**config.mk**
```make
export PLATFORM = sky130hd
export DESIGN_NAME = tdm_demux_4ch
export DESIGN_NICKNAME = d
export VERILOG_FILES = /design/src/rtl/tdm_demux_4ch.sv
export SDC_FILE = /design/constraint.sdc
export NUM_CORES = 1
export LEC_CHECK = 0
export CORE_MARGIN = 4
export CORE_UTILIZATION = 30
export CTS_CLUSTER_SIZE = 30
export DETAILED_ROUTE_END_ITERATION = 16
export GPL_TIMING_DRIVEN = 0
export SYNTH_ARGS = -nofsm -noshare
export SYNTH_HDL_FRONTEND = slang
export SYNTH_SLANG_ARGS = --single-unit
```
**constraint.sdc**
```tcl
create_clock -name CLK -period 2.2 [get_ports CLK]
set_input_delay 0.22 -clock CLK [delete_from_list [all_inputs] [get_ports CLK]]
set_output_delay 0.22 -clock CLK [all_outputs]
set_load 0.02 [all_outputs]
```
**src/rtl/tdm_demux_4ch.sv**
```systemverilog
`default_nettype none
// ============================================================================
//  Module      : tdm_demux_4ch
//  Description : Four-slot TDM receiver. Locks to a slot-0 frame marker,
//                flywheels through short marker dropouts and publishes each
//                complete frame atomically on W0..W3 with a FRAME_VALID pulse.
//  Revision    : 1.0 - initial release
// ============================================================================
module tdm_demux_4ch #(
    parameter int DATA_W     = 1,
    parameter int MISS_LIMIT = 3
) (
    input  logic              CLK,
    input  logic              RST_N,
    input  logic [DATA_W-1:0] F,
    input  logic              SYNC,
    input  logic              EN,
    output logic [DATA_W-1:0] W0,
    output logic [DATA_W-1:0] W1,
    output logic [DATA_W-1:0] W2,
    output logic [DATA_W-1:0] W3,
    output logic              S1,
    output logic              S0,
    output logic              LOCK,
    output logic              FRAME_VALID,
    output logic              SYNC_ERR
);

    localparam logic [0:0] c_ST_HUNT    = 1'b0;
    localparam logic [0:0] c_ST_LOCKED  = 1'b1;
    localparam logic [4:0] c_MISS_LIMIT = 5'(MISS_LIMIT);

    logic [0:0]        r_state;
    logic [1:0]        r_slot;
    logic [3:0]        r_miss;
    logic              r_frame_valid;
    logic              r_sync_err;
    logic [DATA_W-1:0] r_sh0;
    logic [DATA_W-1:0] r_sh1;
    logic [DATA_W-1:0] r_sh2;
    logic [DATA_W-1:0] r_w0;
    logic [DATA_W-1:0] r_w1;
    logic [DATA_W-1:0] r_w2;
    logic [DATA_W-1:0] r_w3;

    // Decoded slot events for this edge
    logic       w_locked;
    logic       w_start;     // word becomes slot 0 of a (possibly new) frame
    logic       w_cap1;
    logic       w_cap2;
    logic       w_publish;
    logic       w_misalign;
    logic       w_flywheel;
    logic       w_drop;
    logic [4:0] w_miss_inc;

    assign w_locked   = (r_state == c_ST_LOCKED);
    assign w_miss_inc = {1'b0, r_miss} + 5'd1;

    // Classify the current EN slot into exactly one action
    always_comb begin
        w_start    = 1'b0;
        w_cap1     = 1'b0;
        w_cap2     = 1'b0;
        w_publish  = 1'b0;
        w_misalign = 1'b0;
        w_flywheel = 1'b0;
        w_drop     = 1'b0;
        if (EN) begin
            if (!w_locked) begin
                w_start = SYNC;
            end else if (SYNC) begin
                // A marker always realigns; off slot 0 it also aborts the frame
                w_start    = 1'b1;
                w_misalign = (r_slot != 2'd0);
            end else begin
                case (r_slot)
                    2'd0: begin
                        if (w_miss_inc < c_MISS_LIMIT) begin
                            w_start    = 1'b1;
                            w_flywheel = 1'b1;
                        end else begin
                            w_drop = 1'b1;
                        end
                    end
                    2'd1:    w_cap1    = 1'b1;
                    2'd2:    w_cap2    = 1'b1;
                    default: w_publish = 1'b1;
                endcase
            end
        end
    end

    // Lock state, slot pointer, miss counter and one-cycle status pulses
    always_ff @(posedge CLK or negedge RST_N) begin
        if (!RST_N) begin
            r_state       <= c_ST_HUNT;
            r_slot        <= 2'd0;
            r_miss        <= 4'd0;
            r_frame_valid <= 1'b0;
            r_sync_err    <= 1'b0;
        end else begin
            r_frame_valid <= w_publish;
            r_sync_err    <= w_misalign;
            if (w_start) begin
                r_state <= c_ST_LOCKED;
                r_slot  <= 2'd1;
                r_miss  <= w_flywheel ? w_miss_inc[3:0] : 4'd0;
            end else if (w_drop) begin
                r_state <= c_ST_HUNT;
                r_slot  <= 2'd0;
                r_miss  <= 4'd0;
            end else if (w_cap1 || w_cap2) begin
                r_slot <= r_slot + 2'd1;
            end else if (w_publish) begin
                r_slot <= 2'd0;
            end
        end
    end

    // Shadow registers collect slots 0..2; stale contents are always overwritten before use
    always_ff @(posedge CLK or negedge RST_N) begin
        if (!RST_N) begin
            r_sh0 <= '0;
            r_sh1 <= '0;
            r_sh2 <= '0;
        end else begin
            if (w_start) r_sh0 <= F;
            if (w_cap1)  r_sh1 <= F;
            if (w_cap2)  r_sh2 <= F;
        end
    end

    // Output words move together on the slot-3 edge so a frame is never mixed
    always_ff @(posedge CLK or negedge RST_N) begin
        if (!RST_N) begin
            r_w0 <= '0;
            r_w1 <= '0;
            r_w2 <= '0;
            r_w3 <= '0;
        end else if (w_publish) begin
            r_w0 <= r_sh0;
            r_w1 <= r_sh1;
            r_w2 <= r_sh2;
            r_w3 <= F;
        end
    end

    assign W0          = r_w0;
    assign W1          = r_w1;
    assign W2          = r_w2;
    assign W3          = r_w3;
    assign S1          = r_slot[1];
    assign S0          = r_slot[0];
    assign LOCK        = w_locked;
    assign FRAME_VALID = r_frame_valid;
    assign SYNC_ERR    = r_sync_err;

endmodule
`default_nettype wire

```
Word level (Yosys, flattened, before mapping)
Cells that the tools add are included.
- output and inout bits: 9
- logic and storage cells: 60
- register bits: 16
- input port bits: 5
- muxes and demuxes: 37
- reduce and logical (&&, ||, !) cells: 6
- equality and inequality tests: 2
- add/sub/neg operators: 2
- order comparisons: 1
- operator list (cell ; count):
    $mux 1 ; 30
    $mux 4 ; 3
    $mux 2 ; 4
    $add 4x1->5 const B ; 1
    $lt 5x2->1 const B ; 1
    $reduce_bool 2->1 ; 2
    $reduce_bool 4->1 ; 1
    $reduce_or 3->1 ; 1
    $add 2x1->2 const B ; 1
    $eq 2x1->1 const B ; 1
    $eq 2x2->1 const B ; 1
    $logic_not 2->1 ; 1
    $logic_or 1x1->1 ; 1

Depth between registers and ports, before layout
- depth in word-level cells: 10
- depth in mapped cells: 6
- depth with buffers taken out: 6

Worst setup path before layout
Ideal clock, no wire load.
- path type: register to register
- start point: register r_miss[0]
- end point: register r_sh0
- required time: 2075 ps
- stages on the path, launching flop included: 6
- data arrival time: 1663 ps
- path slack: 412 ps
- cell sequence: dfrtp_1 -> ha_1 -> and2b_4 -> a2111oi_4 -> o211ai_2 -> mux2_4
- cells in the longest elaborated chain, start to end: 7
- ends and longest elaborated chain (element ; line ; source):
    start: declaration ; 35 ; logic [3:0] r_miss;
    start signal: assignment ; 108 ; r_miss <= w_flywheel ? w_miss_inc[3:0] : 4'd0;
    $add 4x1->5 ; 58 ; assign w_miss_inc = {1'b0, r_miss} + 5'd1;
    $lt 5x2->1 ; 79 ; if (w_miss_inc < c_MISS_LIMIT) begin
    $mux 1 ; 79 ;
    $mux 1 ; 77 ; case (r_slot)
    $mux 1 ; 72 ; end else if (SYNC) begin
    $mux 1 ; 70 ; if (!w_locked) begin
    $mux 1 ; 69 ; if (EN) begin
    end signal: assignment ; 124 ; r_sh0 <= '0;
    end signal: assignment ; 128 ; if (w_start) r_sh0 <= F;
    end: declaration ; 38 ; logic [DATA_W-1:0] r_sh0;
No other way between the ends.
A chain may end at the register's enable or synchronous reset.

Worst setup path after layout
Same ends and word-level chain as after synthesis.

==> summary.txt <==
Drt
  – Vias: 510
  – First DRT Iteration DRCs: 4
  – Routed Antenna Nets: 0
  – # DRC: 0
  – 1st-pass router iterations: 3
  – Final WL: 1310 µm
  – Vias/cell: 4.55
  – Wirelength per Cell: 11.7 µm

Placement
  – Placed instance area: 947 µm²
  – Dpl cells: 108
  – Pre-CTS setup slack: 0.305 ns
  – Placer congestion estimate: 0.659
  – IO buf count: 13

Logic synthesis
  – Post-Synth Adder-Cell Area: 8.03%
  – Compound-Gate Fraction of Synth Area: 14.1%
  – Xor/xnor share of the synthesized area: 0%
  – Main combinational cell family by area after synthesis: compound AO/OA/AOI/OAI gates
  – Mapped Cells: 65
  – Yosys reg bits: 16
  – Synth Area in Simple Gates: 13.3%
  – Mux share of post-synthesis cell area: 10.6%
  – Ys Warns: 0
  – Mapped cell area: 779 µm²
  – Sequential fraction of the synthesis area: 51.4%
  – Syn avg cell area: 12.0 µm²
  – Post-Syn Nets: 75
  – Unique cell type count in the Yosys netlist: 24

GRT
  – Vias in the first global route: 533
  – Largest net degree at the start of global routing: 17
  – Grt ovf: 0
  – Initial antenna violation count: 0
  – Global-route wire length before repair: 2270 µm
  – Total track usage: 9.11%

Cells and area
  – # diodes: 0
  – Area grow syn2layout: 26.2%
  – Fin util: 39.7%
  – Final Cell Area: 983 µm²
  – Layout net count: 93
  – Fill count: 263
  – Highest-count cells in the layout ignoring fill and taps: dfrtp_1 (16), clkdlybuf4s50_1 (13), nand2_1 (10)
  – Most common library cell in the layout ignoring fill and taps: dfrtp_1
  – Non-filler cells, final: 112
  – Share of layout cells above drive strength 1: 19.5%

Timing
  – Setup tns final: 0 ns
  – Max Clock Skew: 0.00411 ns
  – Tcrit/Tclk final: 86.1%
  – Setup ws final: 0.306 ns
  – Slew headroom: 53.7%
  – Tmin final: 1.89 ns
  – F_max: 528 MHz
  – Worst slew pin tran: 0.693 ns
  – Final hold violations: 0
  – RSZ-0062 raised after global routing: no
  – Slew Viols, Final: 0
  – Setup-violating endpoint count in the final report: 0

Clock tree
  – Post-CTS resize count: 0
  – Post-CTS setup buffers: 0
  – Root Driver: clkbuf_4
  – CTS Buffer Depth: 2
  – TritonCTS Buffers: 3
  – CTS tree: built
  – Clock transition at the registers of the reported paths: 0.09 ns
  – Hold-fix buffers, CTS: 0
  – # H-tree levels: 1
  – Clk Latency, worst-skew pair: 0.29 ns
  – CTS Sinks: 16

Power and ir drop
  – Leakage: 0.466 nW
  – Power per Cell Area: 1160 mW/mm²
  – VDD IR-drop max: 0.493 mV

Setup path
  – Crit. End Element: flip-flop
  – Critical path class: flip-flop to flip-flop
  – Critical Path Fanout Max: 5
  – CP startpoint kind: flip-flop
  – Critical Path RT: 2.38 ns
  – WP data arrival: 2.07 ns

Floorplan
  – Chip Height: 59.0 µm
  – Site row count: 18
  – Die Width: 59.0 µm
  – I/O pin count: 14
  – Die area: 0.00348 mm²
  – Initial Util: 31.5%
  – Core footprint: 0.00248 mm²

Run
  – Max Cap Viol: 0

Min path
  – HP Class: input pin to async pin

Run status
  – Outcome: finished clean
==> area by class of cell <==
type                    count  area, µm²  share of cell area [%]
clock buffers               4       36.3                    3.69
well taps                  30       37.5                    3.82
inverters                   4       15.0                    1.53
flip-flops and latches     16        400                    40.7
multi-input cells          44        359                    36.5
repair buffers             13        130                    13.2
plain buffers               1       5.00                   0.509
==> path summary, 6_finish.rpt <==
| kind | start | end | slack (ns) | cells past startpoint |
|---|---|---|---|---|
| min in group CLK | W3$_DFFE_PN0P_ | W3$_DFFE_PN0P_ | 0.51 | 1 |
| min reg2reg | W3$_DFFE_PN0P_ | W3$_DFFE_PN0P_ | 0.51 | 1 |
| max in group asynchronous | RST_N | r_miss[2]$_DFFE_PN0P_ | 1.42 | 1 |
| min | RST_N | r_slot[0]$_DFFE_PN0P_ | 0.34 | 1 |
| max | r_miss[0]$_DFFE_PN0P_ | r_sh0$_DFFE_PN0P_ | 0.31 | 5 |
| max reg2reg | r_miss[0]$_DFFE_PN0P_ | r_sh0$_DFFE_PN0P_ | 0.31 | 5 |
==> metal layers <==
layer / global-route usage, % / part of all wire, %
met1: 9.86 / 41
met2: 14.5 / 51
met3: 1.96 / 4.0
met4: 8.74 / 4.5
met5: 0 / 0
==> report_power, final <==
part           switching, mW  internal (mW)  leakage (nW)
clock network         0.0891          0.101        0.0210
logic                  0.231          0.262         0.235
registers             0.0706          0.383         0.210
==> through the flow <==
step | hold slack, ns | total power, mW
2_1_floorplan | -0.0756 | 0.784
6_report | 0.343 | 1.14
5_1_grt | 0.433 | 1.22
3_5_place_dp | 0.492 | 0.961
4_1_cts | 0.362 | 1.16
3_3_place_gp | 0.488 | 0.953
==> cells by family (layout without fill, tap and decap cells) <==
family | Yosys count | count (layout)
flops | 16 | 16
mux | 7 | 7
compound gates | 12 | 12
fa+ha+maj | 5 | 5
simple gates | 20 | 20
buf+inv | 5 | 22
==> registers in the layout (all words and copies together), names as in the netlist <==
register	cells
W1	1
W2	1
FRAME_VALID	1
r_slot	2
r_sh1	1
r_sh0	1
W0	1
W3	1
SYNC_ERR	1
LOCK	1
r_sh2	1
r_miss	4
==> worst max-delay path, stage by stage (launching register included) <==
cell and delay [ns]:
dfrtp_1 0.43, ha_1 0.32, and2b_4 0.17, a2111oi_4 0.39, o211ai_2 0.16, mux2_4 0.32
==> cell usage after synthesis <==
cell type  count  area share (%)
dfrtp_1       16              51
nand2_1       10             4.8
mux2_2         6             8.7
ha_1           5             8.0
inv_1          4             1.9
nand3_1        3             1.9
and2_1         2             1.6
o21ai_0        2             1.3
o21ai_1        2             1.3
a2111oi_4      1             3.5
a21bo_1        1             1.3
a21boi_0       1            0.96
a21o_2         1             1.1
and2b_4        1             1.3
and3b_1        1             1.1
and4b_1        1             1.3
buf_2          1            0.64
mux2_4         1             1.9
nor2_1         1            0.48
nor2b_1        1            0.80
o211ai_1       1            0.96
o211ai_2       1             1.6
o21a_1         1            0.96
o311ai_1       1             1.1
Power figures use the tool's default switching activity.
